$ cat src/rtl/score_rank.sv
// Frame-based score ranker: collects N scores into a stable sorted array, then
// scores each entry against the frame mean and streams the ranked IDs with a pass/fail count.
module score_rank #(
  parameter int N = 7,
  parameter int W = 4,
  localparam int IDW = $clog2(N),
  localparam int CW  = $clog2(N + 1)
) (
  input  logic           clk,
  input  logic           rst_n,
  input  logic           in_valid,
  output logic           in_ready,
  input  logic [W-1:0]   in_score,
  input  logic [2:0]     opt,
  input  logic [1:0]     a,
  input  logic [2:0]     b,
  output logic           out_valid,
  output logic [IDW-1:0] out_id,
  output logic [CW-1:0]  out_count
);
  // state | meaning
  // IDLE  | waiting for score 0; opt/a/b captured with it
  // LOAD  | accepting scores 1..N-1 (gaps allowed)
  // CALC  | one sorted entry transformed and compared per cycle
  // OUT   | ranked IDs presented, one per cycle (outputs registered)
  localparam int EW = W + 1;
  localparam int SW = W + 1 + $clog2(N);
  localparam int TW = W + 4;
  localparam int MW = SW + 2;
  localparam logic signed [SW-1:0] NDIV = SW'(N);

  typedef enum logic [1:0] {IDLE, LOAD, CALC, OUT} state_t;
  state_t r_state, w_next;

  logic signed [EW-1:0] r_key [N];
  logic [IDW-1:0]       r_id  [N];
  logic [CW-1:0]        r_cnt, r_pass;
  logic [IDW-1:0]       r_idx;
  logic signed [SW-1:0] r_sum;
  logic [2:0]           r_opt;
  logic [1:0]           r_a;
  logic [2:0]           r_b;
  logic                 r_out_valid;
  logic [IDW-1:0]       r_out_id;
  logic [CW-1:0]        r_out_count;

  logic                 w_acc, w_sgn, w_desc, w_hit;
  logic signed [EW-1:0] w_ext;
  logic signed [SW-1:0] w_ext_s, w_mean;
  logic [CW-1:0]        w_fill, w_pos;
  logic signed [TW-1:0] w_s, w_div, w_bias, w_t;
  logic signed [MW-1:0] w_t_m, w_a_m, w_p;

  assign in_ready = (r_state == IDLE) || (r_state == LOAD);
  assign w_acc    = in_valid && in_ready;
  assign w_sgn    = (r_state == IDLE) ? opt[0] : r_opt[0];
  assign w_desc   = r_opt[1];
  assign w_ext    = w_sgn ? {in_score[W-1], in_score} : {1'b0, in_score};
  assign w_ext_s  = {{(SW-EW){w_ext[EW-1]}}, w_ext};
  assign w_fill   = (r_state == IDLE) ? '0 : r_cnt;

  // Insert position = number of held entries that rank at or before the new one (keeps ties in arrival order).
  always_comb begin
    w_pos = '0;
    for (int i = 0; i < N; i++) begin
      if (CW'(i) < w_fill) begin
        if (w_desc ? (r_key[i] >= w_ext) : (r_key[i] <= w_ext)) w_pos = w_pos + 1'b1;
      end
    end
  end

  assign w_mean = r_sum / NDIV;
  assign w_a_m  = {{(MW-2){1'b0}}, r_a};
  assign w_p    = {{(MW-SW){w_mean[SW-1]}}, w_mean} - w_a_m;
  assign w_s    = {{(TW-EW){r_key[r_idx][EW-1]}}, r_key[r_idx]};
  assign w_div  = {{(TW-3){1'b0}}, 3'({1'b0, r_a}) + 3'd1};
  assign w_bias = {{(TW-3){1'b0}}, r_b};
  assign w_t    = w_s[TW-1] ? (w_s / w_div) + w_bias : (w_s * w_div) + w_bias;
  assign w_t_m  = {{(MW-TW){w_t[TW-1]}}, w_t};
  assign w_hit  = (w_t_m >= w_p);

  always_comb begin
    w_next = r_state;
    case (r_state)
      IDLE: if (w_acc) w_next = LOAD;
      LOAD: if (w_acc && (r_cnt == CW'(N - 1))) w_next = CALC;
      CALC: if (r_idx == IDW'(N - 1)) w_next = OUT;
      OUT:  if (r_idx == IDW'(N - 1)) w_next = IDLE;
      default: w_next = IDLE;
    endcase
  end

  always_ff @(posedge clk or negedge rst_n) begin
    if (!rst_n) r_state <= IDLE;
    else        r_state <= w_next;
  end

  always_ff @(posedge clk or negedge rst_n) begin
    if (!rst_n) begin
      for (int i = 0; i < N; i++) begin
        r_key[i] <= '0;
        r_id[i]  <= '0;
      end
      r_cnt       <= '0;
      r_pass      <= '0;
      r_idx       <= '0;
      r_sum       <= '0;
      r_opt       <= '0;
      r_a         <= '0;
      r_b         <= '0;
      r_out_valid <= 1'b0;
      r_out_id    <= '0;
      r_out_count <= '0;
    end else begin
      if (w_acc) begin
        for (int i = 1; i < N; i++) begin
          if (CW'(i) > w_pos) begin
            r_key[i] <= r_key[i-1];
            r_id[i]  <= r_id[i-1];
          end else if (CW'(i) == w_pos) begin
            r_key[i] <= w_ext;
            r_id[i]  <= IDW'(w_fill);
          end
        end
        if (w_pos == '0) begin
          r_key[0] <= w_ext;
          r_id[0]  <= IDW'(w_fill);
        end
        r_cnt <= w_fill + 1'b1;
        if (r_state == IDLE) begin
          r_sum <= w_ext_s;
          r_opt <= opt;
          r_a   <= a;
          r_b   <= b;
        end else begin
          r_sum <= r_sum + w_ext_s;
        end
      end

      if ((r_state == CALC) || (r_state == OUT))
        r_idx <= (r_idx == IDW'(N - 1)) ? '0 : r_idx + 1'b1;
      else
        r_idx <= '0;

      if (r_state == LOAD)                r_pass <= '0;
      else if ((r_state == CALC) && w_hit) r_pass <= r_pass + 1'b1;

      r_out_valid <= (r_state == OUT);
      r_out_id    <= (r_state == OUT) ? r_id[r_idx] : '0;
      r_out_count <= (r_state == OUT) ? (r_opt[2] ? CW'(N) - r_pass : r_pass) : '0;
    end
  end

  assign out_valid = r_out_valid;
  assign out_id    = r_out_id;
  assign out_count = r_out_count;
endmodule
$ cat config.mk
export PLATFORM = sky130hd
export DESIGN_NAME = score_rank
export DESIGN_NICKNAME = d
export VERILOG_FILES = /design/src/rtl/score_rank.sv
export SDC_FILE = /design/constraint.sdc
export NUM_CORES = 1
export LEC_CHECK = 0
export CAP_MARGIN = 20
export CELL_PAD_IN_SITES_DETAIL_PLACEMENT = 0
export CELL_PAD_IN_SITES_GLOBAL_PLACEMENT = 1
export CORE_MARGIN = 3
export CORE_UTILIZATION = 35
export CTS_BUF_LIST = sky130_fd_sc_hd__clkbuf_8
export DETAILED_ROUTE_END_ITERATION = 12
export GPL_TIMING_DRIVEN = 0
export PLACE_DENSITY = 0.62
export SYNTH_ARGS = -nofsm -noshare
export SYNTH_HDL_FRONTEND = slang
export SYNTH_SLANG_ARGS = --single-unit
$ cat constraint.sdc
create_clock -name clk -period 13.18 [get_ports clk]
set_input_delay 3.954 -clock clk [delete_from_list [all_inputs] [get_ports clk]]
set_output_delay 3.954 -clock clk [all_outputs]
set_load 0.1 [all_outputs]
==> run_results.csv, run 1 <==
group,metric,value,unit
synthesis,yosys-top-cells-area,"dfrtp_1, ha_1, mux2i_1",
die,fp-row-count,60,
clock_network,tritoncts,"built",
clock_network,clk_pin_slew_worst_paths,0.10,ns
sta,finalSetupViolCount,0,
global_routing,grt_pass1_vias,8401,
synthesis,synthArstFlopShare,100,%
clock_network,clockBufferDepth,2,
job,drv_cap,0,
critical_path,max_stage_delay,0.45,ns
synthesis,synth_fa_ha_area_share,16.9,%
min_path,whs_path_depth,1,
sta,relSlewSlack,32.0,%
synthesis,postSynthAreaPerCell,8.57,um2
layout,nets,1347,
global_routing,grt_use_total,19.7,%
layout,postLayoutCoreUtil,40.7,%
die,core_area,0.0273,mm2
routing,ant_nets,0,
placed_design,dp.cells,1540,
clock_network,clock_sinks,90,
critical_path,crit_arrival,12.58,ns
sta,hold_viol_final,0,
die,die_h,173,um
sta,post-route-period-util,93.2,%
critical_path,cp_max_fo,10,
sta,fmax,81.4,MHz
clock_network,cts-root-buf,"clkbuf_8",
critical_path,crit_type,"reg -> reg",
global_routing,antenna_found_initial,0,
routing,postRouteWirelength,29800,um
critical_path,required,13.48,ns
routing,drc,0,
sta,period_needed,12.28,ns
layout,seqCellArea,0.00226,mm2
synthesis,synth_top_family_by_area,"compound AO/OA/AOI/OAI gates",
layout,drive_gt1_share,11.1,%
synthesis,synth_edf_count,0,
critical_path,rr_worst_depth,63,
critical_path,crit_path_end_kind,"flip-flop",
critical_path,critPathLaunchType,"flip-flop",
synthesis,yosys.area.top_type_share,23.0,%
synthesis,ys_ff_latch,90,
synthesis,seq_area_frac_synth,23.0,%
die,die_w,173,um
sta,tns,0,ns
global_routing,grt_max_degree,63,
routing,drtIter0Drc,549,
die,num_io_pins,23,
clock_network,ctsHoldBuffers,0,
critical_path,crit_start,"r_idx[0]",
sta,worstMarginPinSlew,1.02,ns
sta,maxSlewViolCount,0,
synthesis,synth-xor-area-share,5.55,%
synthesis,yosys.area_share.simple,17.6,%
clock_network,numCtsBuffers,9,
synthesis,postSynthCellCount,1144,
status,run_status,"completed",
synthesis,ys_types,89,
layout,syn2layout_area_growth,13.1,%
synthesis,synth_top_area_cell,"dfrtp_1",
synthesis,netlist_area,0.00981,mm2
synthesis,yosys_most_used_dff,"dfrtp_1",
die,initial_utilization,36.0,%
placed_design,hpwl,22700,um
placed_design,io_buffers,21,
critical_path,cpMostUsedCell,"ha_1",
global_routing,grt_pass1_wl,47700,um
routing,drt_first_pass_iters,5,
layout,fillers,2807,
global_routing,overflow,0,
routing,vias,8641,
synthesis,synth_warnings,0,
critical_path,cpMaxStageDelayCell,"a22oi_1",
min_path,worstHoldStart,"r_opt[0]",
clock_network,h-tree-depth,3,
layout,multi_input_area,0.00722,mm2
placed_design,routabilityCongestion,0.808,
sta,hold_slack,0.515,ns
synthesis,synth_compound_area_share,22.5,%
sta,skew,0.0240,ns
routing,wl_per_cell,18.8,um
layout,finalNonFillerCells,1582,
min_path,min_path_type,"reg -> reg",
synthesis,synth_mux_area_share,9.39,%
routing,vias_per_cell,5.46,
die,die_area,0.0301,mm2
critical_path,r2r-start,"r_idx[0]",
clock_network,clock_latency,0.40,ns
layout,diodes,0,
==> per-layer routing <==
metal	up-vias	GRT usage [%]	part of all wire, %
met3	30	3.02	3.3
li1	4315	-	-
met4	0	4.22	1.8
met1	4156	27.1	48
met2	140	32.7	46
met5	-	0	0
==> worst paths after layout <==
path / to / slack, ns
setup reg to reg: r_pass[2] / 0.90
hold reg to reg: r_opt[0] / 0.52
min in group asynchronous: r_id[6] / 3.50
hold / removal: r_opt[0] / 0.52
max in group asynchronous: r_a[0] / 8.98
setup / recovery: r_pass[2] / 0.90
==> through the flow <==
step | worst slack [ns] | cell area [um2]
2_1_floorplan | 1.25 | 9820
3_3_place_gp | -1.16 | 10500
3_5_place_dp | -1.26 | 10500
4_1_cts | 0.0179 | 10800
5_1_grt | -0.0485 | 11100
6_report | 0.901 | 11100
==> cells in the mapped netlist, types with 21 or more instances <==
cell type    n
nor2_1      98
o21ai_1     24
and3_1      23
xor2_1      23
a21oi_1     65
ha_1       118
a21o_1      21
o21ai_0     39
clkbuf_1    26
mux2i_1     40
inv_1       79
nand2_1     97
dfrtp_1     90
xnor2_1     34
==> layout by cell type, fill, tap and decap left out, types with 24 or more instances in the layout <==
cell,netlist,layout
buf_4,0,29
mux2i_1,40,37
clkbuf_1,26,24
xnor2_1,34,34
dfrtp_1,90,89
inv_1,79,76
nor2_1,98,95
o21ai_0,39,37
a21oi_1,65,63
nand2_1,97,96
ha_1,118,117
==> final cells by class <==
class	count	area share, %
inverter	84	2.94
tap	372	4.20
clock buffer	11	1.36
multi-input combinational	932	65.1
sequential	90	20.3
buffer	39	1.69
clock inverter	5	0.406
timing repair buffer	49	3.95
==> cells by family (layout without fill, tap and decap cells) <==
family | Yosys count | count (layout)
AO/OA/AOI/OAI | 315 | 315
other | 1 | 3
flip-flops | 90 | 90
AND/OR/NAND/NOR | 346 | 346
adder cells (fa/ha/maj) | 127 | 127
buffers and inverters | 124 | 188
multiplexers | 82 | 82
XOR/XNOR | 59 | 59
==> state kept, by name (all words and copies together), names as in the netlist <==
signal / cells
r_b: 3
r_id: 21
r_a: 2
r_state: 2
out_id: 3
r_idx: 3
r_opt: 3
r_key: 35
out_valid: 1
r_sum: 8
r_pass: 3
r_cnt: 3
out_count: 3
==> critical path, delay by kind of cell (launching register included) <==
family	cells	cell delay (ns)
compound gates	25	4.64
simple gates	18	3.00
fa+ha+maj	8	2.31
buf+inv	7	0.92
mux	4	0.74
flops	1	0.37
xor+xnor	1	0.20
==> what timing repair did <==
item,CTS,global route
resized for setup,23,26
endpoints found under the setup margin,3,3
endpoints found under the hold margin,0,0
buffers inserted,4,23
pin swaps,0,8
Power of run 1 is not shown: default switching activity piles up to over one toggle a cycle in this logic, so the estimate is an artifact.
==> run 2, diff against run 1 <==
- CORE_ASPECT_RATIO: not set -> 2
==> run 2 against run 1 <==
Net effect:
- clock-buffer cell count shrank 1
- critical path depth shrank 1
- core utilization shrank 0.96 points
- critical path type unchanged
- via count grew 2.0%
- flip-flop and latch count is the same
- die area grew 0.41%
- first-iteration DRC count shrank 38%
- final cell count shrank 2.0%
- non-clock buffer count shrank 12
- final area shrank 1.3%
- critical endpoint unchanged
==> run_results.csv, run 2 (synthesis gave the netlist of run 1 again) <==
group,metric,value,unit
status,run_status,"completed",
die,initial_utilization,35.6,%
sta,maxSlewViolCount,0,
min_path,hold_end,"r_opt[0]",
layout,drive_gt1_share,10.1,%
die,fp-row-count,86,
critical_path,max_stage_delay,0.47,ns
die,num_io_pins,23,
die,die_w,124,um
layout,final_common_cell,"ha_1",
sta,period_needed,12.53,ns
critical_path,cp_max_fo,10,
sta,fmax,79.8,MHz
critical_path,cpMaxStageDelayCell,"dfrtp_4",
clock_network,cts-root-buf,"clkbuf_8",
critical_path,critPathLaunchType,"flip-flop",
sta,hold_viol_final,0,
clock_network,clockBufferDepth,2,
global_routing,grt_pass1_wl,51600,um
layout,reg.largest.list,"r_key x35, r_id x21, r_sum x8",
critical_path,crit_start,"r_a[0]",
placed_design,hpwl,26700,um
routing,drc,0,
clock_network,ctsHoldBuffers,0,
sta,finalSetupViolCount,0,
routing,drtIter0Drc,342,
clock_network,tritoncts,"built",
clock_network,clock_sinks,90,
layout,largest_reg_flops,35,
placed_design,routabilityCongestion,0.888,
layout,regMostFlops,"r_key",
critical_path,cpMostUsedCell,"ha_1",
layout,seqCellArea,0.00226,mm2
layout,syn2layout_area_growth,11.6,%
clock_network,numCtsBuffers,9,
routing,postRouteWirelength,33200,um
layout,multi_input_area,0.00723,mm2
min_path,whs_path_depth,1,
sta,skew,0.0176,ns
placed_design,io_buffers,21,
min_path,worstHoldStart,"r_opt[0]",
global_routing,grt_use_total,21.9,%
sta,post-route-period-util,95.1,%
critical_path,crit_arrival,12.85,ns
min_path,min_path_type,"reg -> reg",
critical_path,rr_worst_depth,62,
global_routing,antenna_found_initial,1,
critical_path,crit_family,"compound AO/OA/AOI/OAI gates",
layout,final_cell_mix,"ha_1, nand2_1, nor2_1, dfrtp_1, inv_1",
routing,vias,8818,
sta,worstMarginPinSlew,1.00,ns
die,die_area,0.0302,mm2
critical_path,worstReg2RegEnd,"r_pass[2]",
placed_design,placed_cell_area,0.0105,mm2
critical_path,crit_path_end_kind,"flip-flop",
clock_network,h-tree-depth,3,
job,drv_cap,0,
routing,vias_per_cell,5.69,
die,die_h,243,um
routing,drt_first_pass_iters,5,
critical_path,critPathBufInv,8,
global_routing,overflow,0,
critical_path,r2r-start,"r_a[0]",
critical_path,required,13.50,ns
layout,fillers,2899,
critical_path,rrSetupSlack,0.65,ns
die,core_area,0.0275,mm2
critical_path,crit_type,"reg -> reg",
clock_network,clk_pin_slew_worst_paths,0.10,ns
layout,postLayoutCellArea,0.0109,mm2
layout,nets,1335,
global_routing,grt_max_degree,55,
global_routing,grt_pass1_vias,9104,
sta,relSlewSlack,33.1,%
clock_network,clock_latency,0.41,ns
routing,ant_nets,0,
routing,wl_per_cell,21.4,um
[run 2: timing repair]
action	CTS	global route
gates resized for setup	29	19
setup endpoints to repair	3	3
pin swaps	2	6
buffers inserted	5	9
[run 2: per-stage QoR]
step	utilization [%]	setup TNS, ns	setup slack, ns	hold slack [ns]	std cells
finish	39.7	0	0.647	0.515	1550
global route	39.7	-0.308	-0.117	0.549	1550
CTS	39.3	0	0.000407	0.516	1540
detailed placement	38.1	-5.12	-1.72	0.493	1520
global placement	38.0	-4.79	-1.62	0.487	1519
floorplan	-	0	1.25	0.469	1146
[run 2: worst max path at each step]
stage	slack, ns	cells past startpoint	to
2_1_floorplan	1.25	64	r_pass[1]
3_3_place_gp	-1.62	64	r_pass[1]
3_5_place_dp	-1.72	63	r_pass[1]
4_1_cts	0.0004	63	r_pass[2]
5_1_grt	-0.12	65	r_pass[2]
6_report	0.65	62	r_pass[2]
[run 2: cell type report]
type,count,share of cell area (%)
flip-flops and latches,90,20.6
clock inverters,5,0.366
repair buffers,36,3.04
plain buffers,40,1.70
well taps,352,4.02
clock buffers,10,1.26
multi-input cells,932,66.0
inverters,84,2.98
diodes,1,0.0229
[run 2: worst reg2reg max path, delay by kind of cell (launching register included)]
family | cells | cell delay, ns
xor+xnor | 1 | 0.33
mux | 3 | 0.68
buf+inv | 8 | 1.11
fa+ha+maj | 10 | 2.86
simple gates | 15 | 2.82
flops | 1 | 0.47
compound gates | 25 | 4.17
[run 2: routing by layer]
metal | up-vias | track usage [%] | routed length (um)
met1 | 4297 | 20.0 | 11200
met2 | 171 | 46.9 | 20000
li1 | 4294 | - | -
met3 | 56 | 1.98 | 674
met4 | 0 | 8.94 | 1250
met5 | - | 0 | 0
Power of run 2 is left out for the same reason.
